**src/rtl/piso_serializer.sv**
```systemverilog
// -----------------------------------------------------------------------------
// piso_serializer
//
// Parallel-in, serial-out transmitter. A WIDTH-bit word is accepted through a
// valid/ready handshake and shifted out one bit per clock, LSB first or MSB
// first according to the mode latched with the word. The last-bit cycle can
// accept the next word, so consecutive frames run with no idle cycle.
//
// Ports:
//   clk         clock, all state updates on the rising edge
//   reset       synchronous, active-high reset
//   data_in     parallel word, sampled only when a load is accepted
//   mode        bit order, sampled with data_in (1 = LSB first, 0 = MSB first)
//   load_valid  data_in / mode are valid
//   load_ready  a word can be accepted this cycle
//   sout        serial data bit
//   sout_valid  sout carries a frame bit this cycle
//   sout_last   the current bit is the final bit of the frame
// -----------------------------------------------------------------------------
module piso_serializer #(
  parameter int WIDTH = 4
) (
  input  logic             clk,
  input  logic             reset,
  input  logic [WIDTH-1:0] data_in,
  input  logic             mode,
  input  logic             load_valid,
  output logic             load_ready,
  output logic             sout,
  output logic             sout_valid,
  output logic             sout_last
);

  localparam int             CW       = $clog2(WIDTH);
  localparam logic [CW-1:0]  LAST_CNT = CW'(WIDTH - 1);

  typedef enum logic {
    IDLE  = 1'b0,
    SHIFT = 1'b1
  } state_e;

  state_e           state_q, state_d;
  logic [WIDTH-1:0] sreg_q,  sreg_d;
  logic             dir_q,   dir_d;
  logic [CW-1:0]    cnt_q,   cnt_d;

  logic at_last;
  logic accept;

  // ---------------------------------------------------------------------------
  // Next-state and output decode. All outputs come from registered state only,
  // so load_ready never depends on load_valid.
  // ---------------------------------------------------------------------------
  always_comb begin
    // NOTE: every signal written here gets a default first, otherwise any path
    // that skips an assignment infers a latch.
    state_d    = state_q;
    sreg_d     = sreg_q;
    dir_d      = dir_q;
    cnt_d      = cnt_q;
    sout       = 1'b0;
    sout_valid = 1'b0;
    sout_last  = 1'b0;

    at_last    = (state_q == SHIFT) && (cnt_q == LAST_CNT);
    load_ready = (state_q == IDLE) || at_last;
    accept     = load_valid && load_ready;

    case (state_q)
      IDLE: begin
        if (accept) begin
          sreg_d  = data_in;
          dir_d   = mode;
          cnt_d   = '0;
          state_d = SHIFT;
        end
      end

      SHIFT: begin
        // The output end of the register is bit 0 for LSB-first, bit WIDTH-1
        // for MSB-first; shifting moves the next bit into that position.
        sout       = dir_q ? sreg_q[0] : sreg_q[WIDTH-1];
        sout_valid = 1'b1;
        sout_last  = at_last;

        if (!at_last) begin
          sreg_d = dir_q ? (sreg_q >> 1) : (sreg_q << 1);
          cnt_d  = cnt_q + CW'(1);
        end else if (accept) begin
          // Reload during the last bit: the next frame starts on the next
          // cycle without a gap.
          sreg_d  = data_in;
          dir_d   = mode;
          cnt_d   = '0;
          state_d = SHIFT;
        end else begin
          state_d = IDLE;
        end
      end
    endcase
  end

  // ---------------------------------------------------------------------------
  // State registers with synchronous reset.
  // ---------------------------------------------------------------------------
  always_ff @(posedge clk) begin
    // NOTE: non-blocking assignments so every register samples the values from
    // before this edge, independent of statement order.
    if (reset) begin
      // NOTE: the shift register is cleared too, so a frame aborted by reset
      // leaves no stale data behind.
      state_q <= IDLE;
      sreg_q  <= '0;
      dir_q   <= 1'b0;
      cnt_q   <= '0;
    end else begin
      state_q <= state_d;
      sreg_q  <= sreg_d;
      dir_q   <= dir_d;
      cnt_q   <= cnt_d;
    end
  end

endmodule

```
**config.mk**
```make
export PLATFORM = sky130hd
export DESIGN_NAME = piso_serializer
export DESIGN_NICKNAME = d
export VERILOG_FILES = /design/src/rtl/piso_serializer.sv
export SDC_FILE = /design/constraint.sdc
export NUM_CORES = 1
export LEC_CHECK = 0
export CAP_MARGIN = 20
export CORE_AREA = 4 4 41 43
export DETAILED_ROUTE_END_ITERATION = 8
export DIE_AREA = 0 0 45 47
export PLACE_DENSITY_LB_ADDON = 0.3
export SYNTH_ARGS = -nofsm -noshare
export SYNTH_HDL_FRONTEND = slang
export SYNTH_SLANG_ARGS = --single-unit
```
**constraint.sdc**
```tcl
create_clock -name clk -period 1.2 [get_ports clk]
set_input_delay 0.3 -clock clk [delete_from_list [all_inputs] [get_ports clk]]
set_output_delay 0.3 -clock clk [all_outputs]
set_load 0.005 [all_outputs]
```
==> impl_metrics.yaml, run 1 <==
status:
  status: "finished, violations left"
  violations: "setup timing"
sta:
  grt_setup_unrepaired: "yes"
  clock.fmax_mhz: 736
  fin_crit_sh_pct: 113
  period_minus_slack_ns: 1.36
  fin_skew_ns: 0.00116
  max_slew_margin_pct: 73.2
  layout_setup_ws_ns: -0.158
  tightest_slew_ns: 0.401
  finalHoldViolations: 0
  final_max_slew_viol_count: 0
  setup_viol: 6
global_routing:
  antenna_found_initial: 0
  use_met1_pct: 14.7
  grt_max_degree: 9
  grt_usage_pct: 12.1
  grt.met2_usage_pct: 19.2
  grt_first_pass_wirelength_um: 1780
  use_met3_pct: 2.30
  busiest_layer: "met2"
  gr-total-overflow: 0
  grt_pass1_vias: 404
die:
  fp.coreArea_um2: 1300
  num_rows: 13
  die_w_um: 45
  die_h_um: 47
  ios: 12
  dieArea_um2: 2120
  start_util_pct: 31.2
critical_path:
  crit_path_end_kind: "primary output"
  critPathMaxFanout: 2
  path_class: "register to primary output"
  cp_data_arrival_time_ns: 1.06
  rrSetupSlack_ns: -0.04
  cp.required_ns: 0.90
  start_kind: "register"
  r2r_cells: 6
clock_network:
  cts_tree: "built"
  numClockSinks: 8
  htreeDepth: 1
  root_buffer: "clkbuf_4"
  clock_latency_ns: 0.26
  clk_pin_slew_ns: 0.06
  clk_path_buf_depth: 2
  cts_made_buffers: 3
detailed_routing:
  via_count: 411
  first_iter_violations: 0
  antenna_left: 0
  finalWirelength_um: 1120
  wire_per_inst_um: 13.4
  drc: 0
  avgViaCountPerCell: 4.89
  drt-pass1-iter-count: 1
cells_and_area:
  area_delta_synth_final_pct: 75.0
  post-route-util_pct: 54.5
  final_nets: 80
  fillers: 121
  antenna_cells: 0
  layout-drive-gt1-share_pct: 55.1
  finalNonFillerCells: 84
place:
  gp_congestion: 0.725
  numPortBuffers: 11
  dp_cells: 76
  dp_hpwl_um: 699
power:
  p_per_area_nw_per_um2: 993
  power.leakage_nw: 0.298
  max-vdd-ir-drop_mv: 0.484
  power.total_mw: 0.704
synthesis:
  ys_ff_latch: 8
  ys_types: 22
  synth-async-reset-ratio_pct: 0
  synth_warnings: 0
  synth_cells: 45
  synth_ff_type: "dfxtp_1"
  ys_seq_area_share_pct: 39.5
  netlist_area_um2: 405
  syn_area_per_cell_um2: 9.01
  synth_top_area_share_pct: 39.5
  synth_top_cell_by_area: "dfxtp_1"
  synth_edf_count: 0
  synthTopCellsByArea: "dfxtp_1 40%, a211oi_1 9.3%, a21oi_1 7.4%, mux2i_1 7.4%, nor2b_1 4.6%"
  syn-num-nets: 54
worst_hold_path:
  hold_path_class: "register to register"
  hold_path_depth: 2
run:
  maxCapViolations: 0
-- layer usage --
layer | share of wire, % | vias to the layer above
met5 | 0 | -
met4 | 1.3 | 0
met3 | 3.9 | 2
met2 | 49 | 8
met1 | 45 | 193
li1 | - | 208
-- worst max-delay path, cell delays in order (launching register included) --
cell     delay [ns]
dfxtp_2        0.34
ha_4           0.16
nor2b_4        0.14
inv_4          0.05
buf_6          0.11
-- worst paths after layout --
kind	start	end
min	sreg_q[2]	sreg_q[3]
max	cnt_q[1]	load_ready
min reg2reg	sreg_q[2]	sreg_q[3]
max reg2reg	cnt_q[1]	cnt_q[0]
-- area by class of cell --
| class | instances | area, um^2 | area share [%] |
|---|---|---|---|
| Sequential cell | 8 | 165 | 23.3 |
| Timing Repair Buffer | 25 | 220 | 31.0 |
| Clock buffer | 3 | 22.5 | 3.17 |
| Tap cell | 15 | 18.8 | 2.65 |
| Multi-Input combinational cell | 31 | 273 | 38.4 |
| Inverter | 2 | 10.0 | 1.41 |
-- flip-flops by register name, indices dropped and copies added, names as in the netlist --
name     flops
cnt_q        2
dir_q        1
sreg_q       4
state_q      1
-- timing repair --
action	CTS	global route
buffers inserted	3	2
hold buffers	0	0
pin swaps	6	5
resized for setup	24	10
endpoints found under the hold margin	0	0
setup endpoints to repair	7	10
-- cell families after synthesis --
kind of cell	after synthesis	synth area share [%]
compound gates	14	22.5
simple gates	13	18.8
flops	8	39.5
buf+inv	6	8.64
mux	3	7.41
fa+ha+maj	1	3.09
-- through the flow --
stage	setup TNS [ns]	instance area [um^2]	hold slack, ns	setup slack [ns]
after floorplan	0	408	0.442	0.00235
after global placement	-1.73	579	0.482	-0.221
after detailed placement	-1.77	579	0.490	-0.241
after CTS	-0.468	663	0.505	-0.184
after global routing	-0.772	709	0.540	-0.191
final	-0.394	709	0.523	-0.158
-- cells in the mapped netlist, types with 2 or more instances --
master and count:
nand3_1 2, mux2i_1 3, nor2b_1 3, dfxtp_1 8, a21oi_1 6, a211oi_1 5, nand2_1 3
-- cells in the final DEF, fill, tap and decap left out, drive strengths merged --
master         instances
clkdlybuf4s50          7
and2                   1
mux2i                  3
a21oi                  6
nor2                   1
ha                     1
a221oi                 1
nand2                  3
a211oi                 5
o21ai                  1
o21ba                  1
nand2b                 1
dfxtp                  8
buf                   16
dlygate4sd2            1
and3                   1
inv                    2
nand3                  2
nor2b                  4
clkbuf                 4
-- power breakdown --
group | total (mW) | internal, mW | switching (mW)
Sequential | 0.303 | 0.287 | 0.0155
Combinational | 0.188 | 0.111 | 0.0765
Clock | 0.214 | 0.115 | 0.0994
Note: power is estimated with default switching activity, not from simulation.
==> run 2: changes to the inputs <==
--- a/config.mk
+++ b/config.mk
@@ -5,11 +5,12 @@
 export SDC_FILE = /design/constraint.sdc
 export NUM_CORES = 1
 export LEC_CHECK = 0
-export CAP_MARGIN = 20
+export CAP_MARGIN = 25
 export CORE_AREA = 4 4 41 43
 export DETAILED_ROUTE_END_ITERATION = 8
 export DIE_AREA = 0 0 45 47
 export PLACE_DENSITY_LB_ADDON = 0.3
+export RECOVER_POWER = 50
 export SYNTH_ARGS = -nofsm -noshare
 export SYNTH_HDL_FRONTEND = slang
 export SYNTH_SLANG_ARGS = --single-unit
==> results of run 2 <==
The final DEF is identical to that of run 1; final timing and power are the same.
